[src/rtl/br_trace_sequencer_pkg.sv]
// br_trace_sequencer_pkg: trace entry layout and sequencer FSM encoding
package br_trace_sequencer_pkg;
  localparam int INST_LEN = 32;
  localparam int TKN_LEN = 1;
  localparam logic [2:0] S_IDLE  = 3'd0;
  localparam logic [2:0] S_LOAD  = 3'd1;
  localparam logic [2:0] S_RUN   = 3'd2;
  localparam logic [2:0] S_DRAIN = 3'd3;
  localparam logic [2:0] S_DONE  = 3'd4;
  typedef logic [2:0] state_t;
  // entry packs {TRG_PC, TKN, INST, PC} with PC in the low bits
  function automatic int entry_len(input int pc_len);
    return pc_len + INST_LEN + TKN_LEN + pc_len;
  endfunction
endpackage

[src/rtl/br_pipe_emul.sv]
// br_pipe_emul: valid-tagged shift register standing in for the fetch-to-EX pipeline
module br_pipe_emul #(
  parameter int W = 8,
  parameter int DEPTH = 2
) (
  input  logic             clk,
  input  logic             rst,
  input  logic             in_valid_i,
  input  logic [W-1:0]     in_data_i,
  input  logic [DEPTH-1:0] flush_i,
  output logic [DEPTH-1:0] valid_o,
  output logic [W-1:0]     data_o
);
  logic [DEPTH-1:0] v_q;
  logic [W-1:0] d_q [DEPTH];
  // flush_i[i] squashes whatever would land in slot i this edge; the oldest slot always leaves
  always_ff @(posedge clk) begin
    if (rst) v_q <= '0;
    else begin
      v_q[0] <= in_valid_i & ~flush_i[0];
      for (int i = 1; i < DEPTH; i++) v_q[i] <= v_q[i-1] & ~flush_i[i];
    end
  end
  // payload moves unconditionally; only the valid tags carry meaning
  always_ff @(posedge clk) begin
    d_q[0] <= in_data_i;
    for (int i = 1; i < DEPTH; i++) d_q[i] <= d_q[i-1];
  end
  assign valid_o = v_q;
  assign data_o = d_q[DEPTH-1];
endmodule

[src/rtl/br_trace_sequencer.sv]
// br_trace_sequencer: replays a branch trace through a predictor with an emulated fetch-to-EX pipe
module br_trace_sequencer
  import br_trace_sequencer_pkg::*;
#(
  parameter int BRANCH_COUNT = 16,
  parameter int SIM_LEN = 1,
  parameter int EX_STAGE_LOC = 3,
  parameter int PC_LEN = 32,
  parameter int MAX_GAP = 256,
  localparam int PTR_W = $clog2(BRANCH_COUNT),
  localparam int ENTRY_LEN = entry_len(PC_LEN)
) (
  input  logic                 clk,
  input  logic                 rst,
  input  logic                 start,
  output logic [PTR_W-1:0]     trace_addr,
  input  logic [ENTRY_LEN-1:0] trace_entry,
  output logic                 pred_req_valid,
  output logic [PC_LEN-1:0]    pred_req_pc,
  input  logic                 pred_taken,
  input  logic [PC_LEN-1:0]    pred_target,
  output logic                 upd_valid,
  output logic [PC_LEN-1:0]    upd_pc,
  output logic                 upd_taken,
  output logic [PC_LEN-1:0]    upd_target,
  output logic                 upd_mispredict,
  output logic                 busy,
  output logic                 done,
  output logic                 error,
  output logic [31:0]          branch_cnt,
  output logic [31:0]          mispred_cnt
);
  localparam int DEPTH = EX_STAGE_LOC - 1;
  localparam int PASS_W = $clog2(SIM_LEN + 1);
  localparam int WD_W = $clog2(MAX_GAP + 1);
  localparam logic [PTR_W-1:0] LAST = PTR_W'(BRANCH_COUNT - 1);
  localparam logic [PASS_W-1:0] LAST_PASS = PASS_W'(SIM_LEN - 1);
  localparam logic [WD_W-1:0] WD_MAX = WD_W'(MAX_GAP);
  localparam logic [PC_LEN-1:0] STEP = PC_LEN'(4);
  // low four fields mirror the trace entry so a slot is {tags, prediction, entry}
  typedef struct packed {
    logic [PASS_W-1:0]   pass;
    logic [PTR_W-1:0]    idx;
    logic [PC_LEN-1:0]   ptgt;
    logic                ptkn;
    logic [PC_LEN-1:0]   trg;
    logic                tkn;
    logic [INST_LEN-1:0] inst;
    logic [PC_LEN-1:0]   pc;
  } slot_t;
  localparam int SLOT_W = $bits(slot_t);
  state_t state_q, state_d;
  logic [PC_LEN-1:0] pc_q, pc_d, first_pc_q, first_pc_d;
  logic [PTR_W-1:0] ptr_q, ptr_d;
  logic [PASS_W-1:0] pass_q, pass_d;
  logic [WD_W-1:0] wd_q, wd_d;
  logic err_q, err_d;
  logic [31:0] bcnt_q, bcnt_d, mcnt_q, mcnt_d;
  logic [DEPTH-1:0] pv;
  logic [SLOT_W-1:0] ex_raw;
  slot_t fe, ex;
  logic run, match, last, ex_v, mis, redir, wd_fire;
  logic unused;
  assign fe = {pass_q, ptr_q, pred_target, pred_taken, trace_entry};
  assign ex = ex_raw;
  assign unused = ^ex.inst;
  assign run = state_q == S_RUN;
  assign match = run && pc_q == fe.pc;
  assign last = ptr_q == LAST;
  assign ex_v = pv[DEPTH-1];
  assign mis = ex_v && (ex.ptkn != ex.tkn || (ex.tkn && ex.ptgt != ex.trg));
  assign redir = mis && ex.idx != LAST;
  assign wd_fire = run && !match && !redir && wd_q == WD_MAX;
  br_pipe_emul #(.W(SLOT_W), .DEPTH(DEPTH)) u_pipe (
    .clk        (clk),
    .rst        (rst),
    .in_valid_i (match),
    .in_data_i  (fe),
    .flush_i    ({DEPTH{redir || wd_fire}}),
    .valid_o    (pv),
    .data_o     (ex_raw)
  );
  // FSM, fetch PC and trace pointer; a redirect from EX beats anything fetch wants this cycle
  always_comb begin
    state_d = state_q;
    pc_d = pc_q;
    first_pc_d = first_pc_q;
    ptr_d = ptr_q;
    pass_d = pass_q;
    wd_d = wd_q;
    err_d = err_q;
    bcnt_d = bcnt_q + 32'(ex_v);
    mcnt_d = mcnt_q + 32'(mis);
    if ((state_q == S_IDLE || state_q == S_DONE) && start) begin
      state_d = S_LOAD;
      bcnt_d = '0;
      mcnt_d = '0;
      err_d = 1'b0;
    end else if (state_q == S_LOAD) begin
      state_d = S_RUN;
      pc_d = fe.pc;
      first_pc_d = fe.pc;
      ptr_d = '0;
      pass_d = '0;
      wd_d = '0;
    end else if (redir) begin
      state_d = S_RUN;
      pc_d = ex.tkn ? ex.trg : ex.pc + STEP;
      ptr_d = ex.idx + PTR_W'(1);
      pass_d = ex.pass;
      wd_d = '0;
    end else if (wd_fire) begin
      state_d = S_DONE;
      err_d = 1'b1;
    end else if (match) begin
      ptr_d = last ? '0 : ptr_q + PTR_W'(1);
      pass_d = pass_q + PASS_W'(last);
      pc_d = last ? first_pc_q : fe.ptkn ? fe.ptgt : pc_q + STEP;
      wd_d = '0;
      state_d = last && pass_q == LAST_PASS ? S_DRAIN : S_RUN;
    end else if (run) begin
      pc_d = pc_q + STEP;
      wd_d = wd_q + WD_W'(1);
    end else if (state_q == S_DRAIN && pv == '0) begin
      state_d = S_DONE;
    end
  end
  // state registers
  always_ff @(posedge clk) begin
    if (rst) begin
      state_q <= S_IDLE;
      pc_q <= '0;
      first_pc_q <= '0;
      ptr_q <= '0;
      pass_q <= '0;
      wd_q <= '0;
      err_q <= 1'b0;
      bcnt_q <= '0;
      mcnt_q <= '0;
    end else begin
      state_q <= state_d;
      pc_q <= pc_d;
      first_pc_q <= first_pc_d;
      ptr_q <= ptr_d;
      pass_q <= pass_d;
      wd_q <= wd_d;
      err_q <= err_d;
      bcnt_q <= bcnt_d;
      mcnt_q <= mcnt_d;
    end
  end
  assign trace_addr = state_q == S_LOAD ? '0 : ptr_q;
  assign pred_req_valid = match;
  assign pred_req_pc = pc_q;
  assign upd_valid = ex_v;
  assign upd_pc = ex_v ? ex.pc : '0;
  assign upd_taken = ex_v && ex.tkn;
  assign upd_target = ex_v ? ex.trg : '0;
  assign upd_mispredict = mis;
  assign busy = state_q == S_LOAD || state_q == S_RUN || state_q == S_DRAIN;
  assign done = state_q == S_DONE;
  assign error = err_q;
  assign branch_cnt = bcnt_q;
  assign mispred_cnt = mcnt_q;
endmodule
[config.mk]
export PLATFORM = sky130hd
export DESIGN_NAME = br_trace_sequencer
export DESIGN_NICKNAME = d
export VERILOG_FILES = /design/src/rtl/br_trace_sequencer_pkg.sv /design/src/rtl/br_pipe_emul.sv /design/src/rtl/br_trace_sequencer.sv
export SDC_FILE = /design/constraint.sdc
export NUM_CORES = 1
export LEC_CHECK = 0
export BUFFER_PORTS_ARGS = -buffer_cell sky130_fd_sc_hd__clkbuf_2
export CAP_MARGIN = 20
export CORE_ASPECT_RATIO = 1.4
export CORE_UTILIZATION = 45
export CTS_CLUSTER_SIZE = 24
export DETAILED_ROUTE_END_ITERATION = 12
export PLACE_DENSITY = 0.77
export SYNTH_ARGS = -nofsm -noshare
export SYNTH_HDL_FRONTEND = slang
export SYNTH_HIERARCHICAL = 1
export SYNTH_SLANG_ARGS = --single-unit
export TNS_END_PERCENT = 100
[constraint.sdc]
create_clock -name clk -period 7.8 [get_ports clk]
set_input_delay 1.56 -clock clk [delete_from_list [all_inputs] [get_ports clk]]
set_output_delay 1.56 -clock clk [all_outputs]
set_load 0.02 [all_outputs]
# After elaboration in Yosys (flattened, before gate mapping)
# Memory sizes are Yosys's and may differ from the RTL's.
# Cells that the tools add are included.
totals:
  regBits: 148
  mem_bits_rw: 270
  in_bits: 133
  mem_count: 1
op_classes:
  muxes: 33
  add_sub_neg: 8
  n_reduce_logical: 34
  bitwise: 7
  n_eq_ne: 14
memory_table:
  columns: ["memory", "depth", "width", "read_ports", "rd_clocked_by_memory_dff", "wr", "line_no", "source"]
  rows:
  - ["u_pipe.d_q", 2, 135, 2, 0, 2, "br_pipe_emul.sv:15", "logic [W-1:0] d_q [DEPTH];"]
ops:
  columns: ["operator", "n"]
  rows:
  - ["$mux W32", 10]
  - ["$add A32 B1 Y32", 2]
  - ["$add A32 B3 Y32 const B", 2]
  - ["$mux W9", 5]
  - ["$eq A32 B32 Y1", 1]
  - ["$ne A32 B32 Y1", 1]
  - ["$mux W4", 6]
  - ["$mux W3", 4]
  - ["$logic_and A1 B1 Y1", 11]
  - ["$add A9 B1 Y9 const B", 1]
  - ["$eq A9 B9 Y1 const B", 1]
  - ["$reduce_and A3 Y1", 3]
  - ["$add A4 B1 Y4 const B", 2]
  - ["$reduce_and A2 Y1", 4]
  - ["$eq A3 B2 Y1 const B", 2]
  - ["$mux W1", 6]
  - ["$ne A6 B1 Y1 const B", 1]
  - ["$reduce_bool A3 Y1", 2]
  - ["$reduce_bool A6 Y1", 1]
  - ["$logic_or A1 B1 Y1", 5]
  - ["$ne A5 B1 Y1 const B", 1]
  - ["$not A1 Y1", 5]
  - ["$reduce_bool A5 Y1", 1]
  - ["$eq A4 B4 Y1 const B", 1]
  - ["15 further kinds", 18]

# Logic depth before layout (Yosys ltp)
# An unclocked memory read counts as a cell.
depth:
  word_depth: 13
  depth_mapped: 17

# Modules after synthesis
# Netlist, hierarchy kept.
modules_own_cells:
  columns: ["module", "instances", "area_each_um2", "cells_each", "seq_area_each_um2"]
  rows:
  - ["br_trace_sequencer", 1, 10055.9, 1311, 2922.8]
  - ["br_pipe_emul", 1, 6483.7, 409, 5445.2]

# Worst setup path after synthesis
# OpenSTA, ideal clock, no wires.
synth_timing:
  path_kind: "in2out"
  startpoint: "input port trace_entry[25]"
  endpoint: "output port pred_req_valid"
  arrival_time_ps: 2779
  cell_stages: 6
  slack_ps: 3461
  cell_sequence: "xor2_1 -> nor4_1 -> and4_4 -> nand3_4 -> inv_2 -> buf_2"
synth_via:
  elab_chain_len: 2
synth_lines:
  columns: ["item", "line_no", "source"]
  rows:
  - ["from (decl)", "br_trace_sequencer.sv:17", "input logic [ENTRY_LEN-1:0] trace_entry,"]
  - ["$eq A32 B32 Y1", "br_trace_sequencer.sv:68", "assign match = run && pc_q == fe.pc;"]
  - ["$logic_and A1 B1 Y1", "br_trace_sequencer.sv:68", null]
  - ["to (decl)", "br_trace_sequencer.sv:18", "output logic pred_req_valid,"]
# Every way passes these cells.

# Worst setup path after layout
layout_timing:
  startpoint: "input port trace_entry[9]"
  endpoint: "output port pred_req_valid"
# The elaborated chain is that of the path after synthesis.

==> results by group <==
Place
  • Dpl hpwl: roughly 32000 um
  • Port Buffers: 271
  • Placed Instances: 2159
  • Final Wtd Congestion: 0.952

Logic synthesis
  • Post-Syn Instances: ~1600
  • Post-synth net total: 1768
  • Synth Cell Area: 0.0150 sq mm
  • Mean Syn Cell Area: 9.25 sq um
  • Total of warnings raised by yosys: 6

Final layout
  • Final cell count without fillers: between 2000 and 2500
  • Share of cells above drive strength 1: 21.3%
  • Nets: 1902
  • Syn-to-layout area delta: 13.6%
  • Final Util: 52.4%
  • Fill cells: 2943

Global routing
  • Gr ovfl total: 0
  • Initial antenna violation count: 3
  • GRT Util Overall: 25.5%
  • First-pass GRT wire length: around 67000 um
  • Vias in the first global route: 12000
  • Largest net degree at the start of global routing: ~80

Floorplan
  • Die Height: 218 um
  • Initial Utilization: 46.1%
  • I/O pin cnt: 304
  • Area of the core: 0.0326 sq mm
  • Die Wd: approximately 160 um
  • Site row count: 78
  • Die area: 0.0341 sq mm

Power and ir drop
  • Net switching power: 1140 uW
  • Max VDD drop: 0.217 mV
  • Comb pwr share: 10.8%
  • Total power: 4230 uW
  • Clock network power share: 41.7%
  • Pint: slightly above 3000 uW
  • P per Cell Area: 248 mW/mm^2
  • P_leak: 0.00693 uW
  • Sw frac: 26.9%
  • Flop pwr share: 47.5%

Timing
  • Worst-Margin Slew: 1.18 ns
  • Setup Skew: 0.0296 ns
  • RSZ-0062 raised after global routing: no
  • Min Tclk post-route: roughly 5.6 ns
  • Final setup TNS: 0 ns
  • Pins Over Slew Limit: 0
  • Final Hold Fails: 0
  • Max Clk Rate: 179 MHz
  • Setup Viol. Count Final: 0
  • Worst relative slew slack: 21.0%
  • Period utilization: 71.5%

Critical path
  • Critical Path Start: trace_entry[9]
  • Startpoint types: input port
  • Worst path bufs/invs: 3
  • CP Max Fanout: 40
  • Setup CP Type: in -> out
  • CP Cell Sequence: clkbuf_2 > xor2_1 > nor4_2 > and4_4 > nand3_4 > inv_2 > clkbuf_2
  • Cell mode on critical path: clkbuf_2
  • CP Capture Type: primary output
  • Reg-to-Reg Start: u_pipe/d_q[0][199]$_DFF_P_
  • Worst path slowest cell: inv_2
  • Cell family with most CP delay: simple AND/OR/NAND/NOR gates
  • CP arrival: between 4 and 5 ns
  • CP max stage delay: 0.65 ns
  • Worst EP required: 6.24 ns

Clock network
  • Clk buf depth: 3
  • Clk slew on worst S/H paths: 0.06 ns
  • Inserted Clock Buffers: 36
  • Hold buffers post-CTS: 0
  • CTS tree: yes
  • # resized after CTS: 0
  • Root buffer cell: clkbuf_16
  • Setup bufs post-CTS: 0
  • H-tree depth: 2
  • Num Clock Sinks: 354
  • Latest clock arrival within the worst-skew pair: roughly 0.55 ns

Flow run
  • Max Cap Violations: 0

Drt
  • Post-Route WL: 44100 um
  • DRC errors left: 0
  • Average vias per placed instance: 5.59
  • Via count: roughly 12000
  • DR WL/cell: 19.8 um
  • 1st-pass router iterations: 6
  • Iteration-0 DRC Markers: 1206
  • Routed Antenna Nets: 0

Worst hold path
  • Hold Startpoint: u_pipe/d_q[0][110]$_DFF_P_
  • Hold crit path type: reg -> reg

Outcome
  • Status: completed
==> registers in the layout (all words and copies together), names as in the netlist <==
register / count
first_pc_q: 32
u_pipe/d_q: 206
u_pipe/valid_o: 2
mispred_cnt: 32
error: 1
pass_q: 1
state_q: 3
branch_cnt: 32
pred_req_pc: 32
wd_q: 9
ptr_q: 4
==> power groups by stage <==
stage	sequential, uW	clock (uW)	combinational (uW)
floorplan	2020	0	328
global placement	2040	0	436
detailed placement	2050	0	444
CTS	2010	1780	447
global route	2020	1860	486
finish	2010	1760	457
==> through the flow <==
step	hold WS (ns)	setup slack, ns	cell area, sq um
floorplan	0.310	3.46	15000
global placement	0.310	2.31	15800
detailed placement	0.312	2.28	15800
CTS	0.324	2.28	17000
global route	0.328	2.09	17100
finish	0.323	2.22	17100
==> routing by layer <==
layer	GRT usage, %	up-vias	part of all wire (%)
met5	0	-	0.029
met4	15.8	2	6.2
met3	4.26	140	7.7
met2	43.8	594	49
met1	29.4	5919	38
li1	-	5783	-
==> area by class of cell <==
| class | instances | area (sq um) | area share (%) |
|---|---|---|---|
| Sequential cell | 354 | 7090 | 41.5 |
| Multi-Input combinational cell | 1058 | 6680 | 39.1 |
| Timing Repair Buffer | 282 | 1450 | 8.51 |
| Clock buffer | 46 | 968 | 5.67 |
| Tap cell | 440 | 551 | 3.23 |
| Clock inverter | 16 | 223 | 1.31 |
| Inverter | 26 | 97.6 | 0.572 |
| Antenna cell | 2 | 5.00 | 0.0293 |
==> worst paths after layout <==
path                                end  slack (ns)  depth (start not counted)
min reg2reg  u_pipe/d_q[0][245]$_DFF_P_        0.32                          0
min          u_pipe/d_q[0][245]$_DFF_P_        0.32                          0
max                      pred_req_valid        2.22                          7
max reg2reg  mispred_cnt[24]$_SDFF_PP0_        3.60                         14
==> cell usage in the layout (no fill, tap or decap), types with 11 or more instances in the layout <==
master	instances
and4_1	14
nand2b_1	12
o21ai_0	38
xor2_1	100
and3_1	18
nand3_1	64
nor3_1	28
a31oi_1	12
or3_1	12
ha_1	11
clkbuf_16	36
and2_1	80
o22ai_1	13
nand4_1	40
a21oi_1	67
nand2_1	173
nor2_1	124
a221oi_1	11
xnor2_1	72
nor4_1	13
inv_1	25
dfxtp_1	352
clkbuf_2	271
a311oi_1	16
Note: power is estimated with default switching activity, not from simulation.
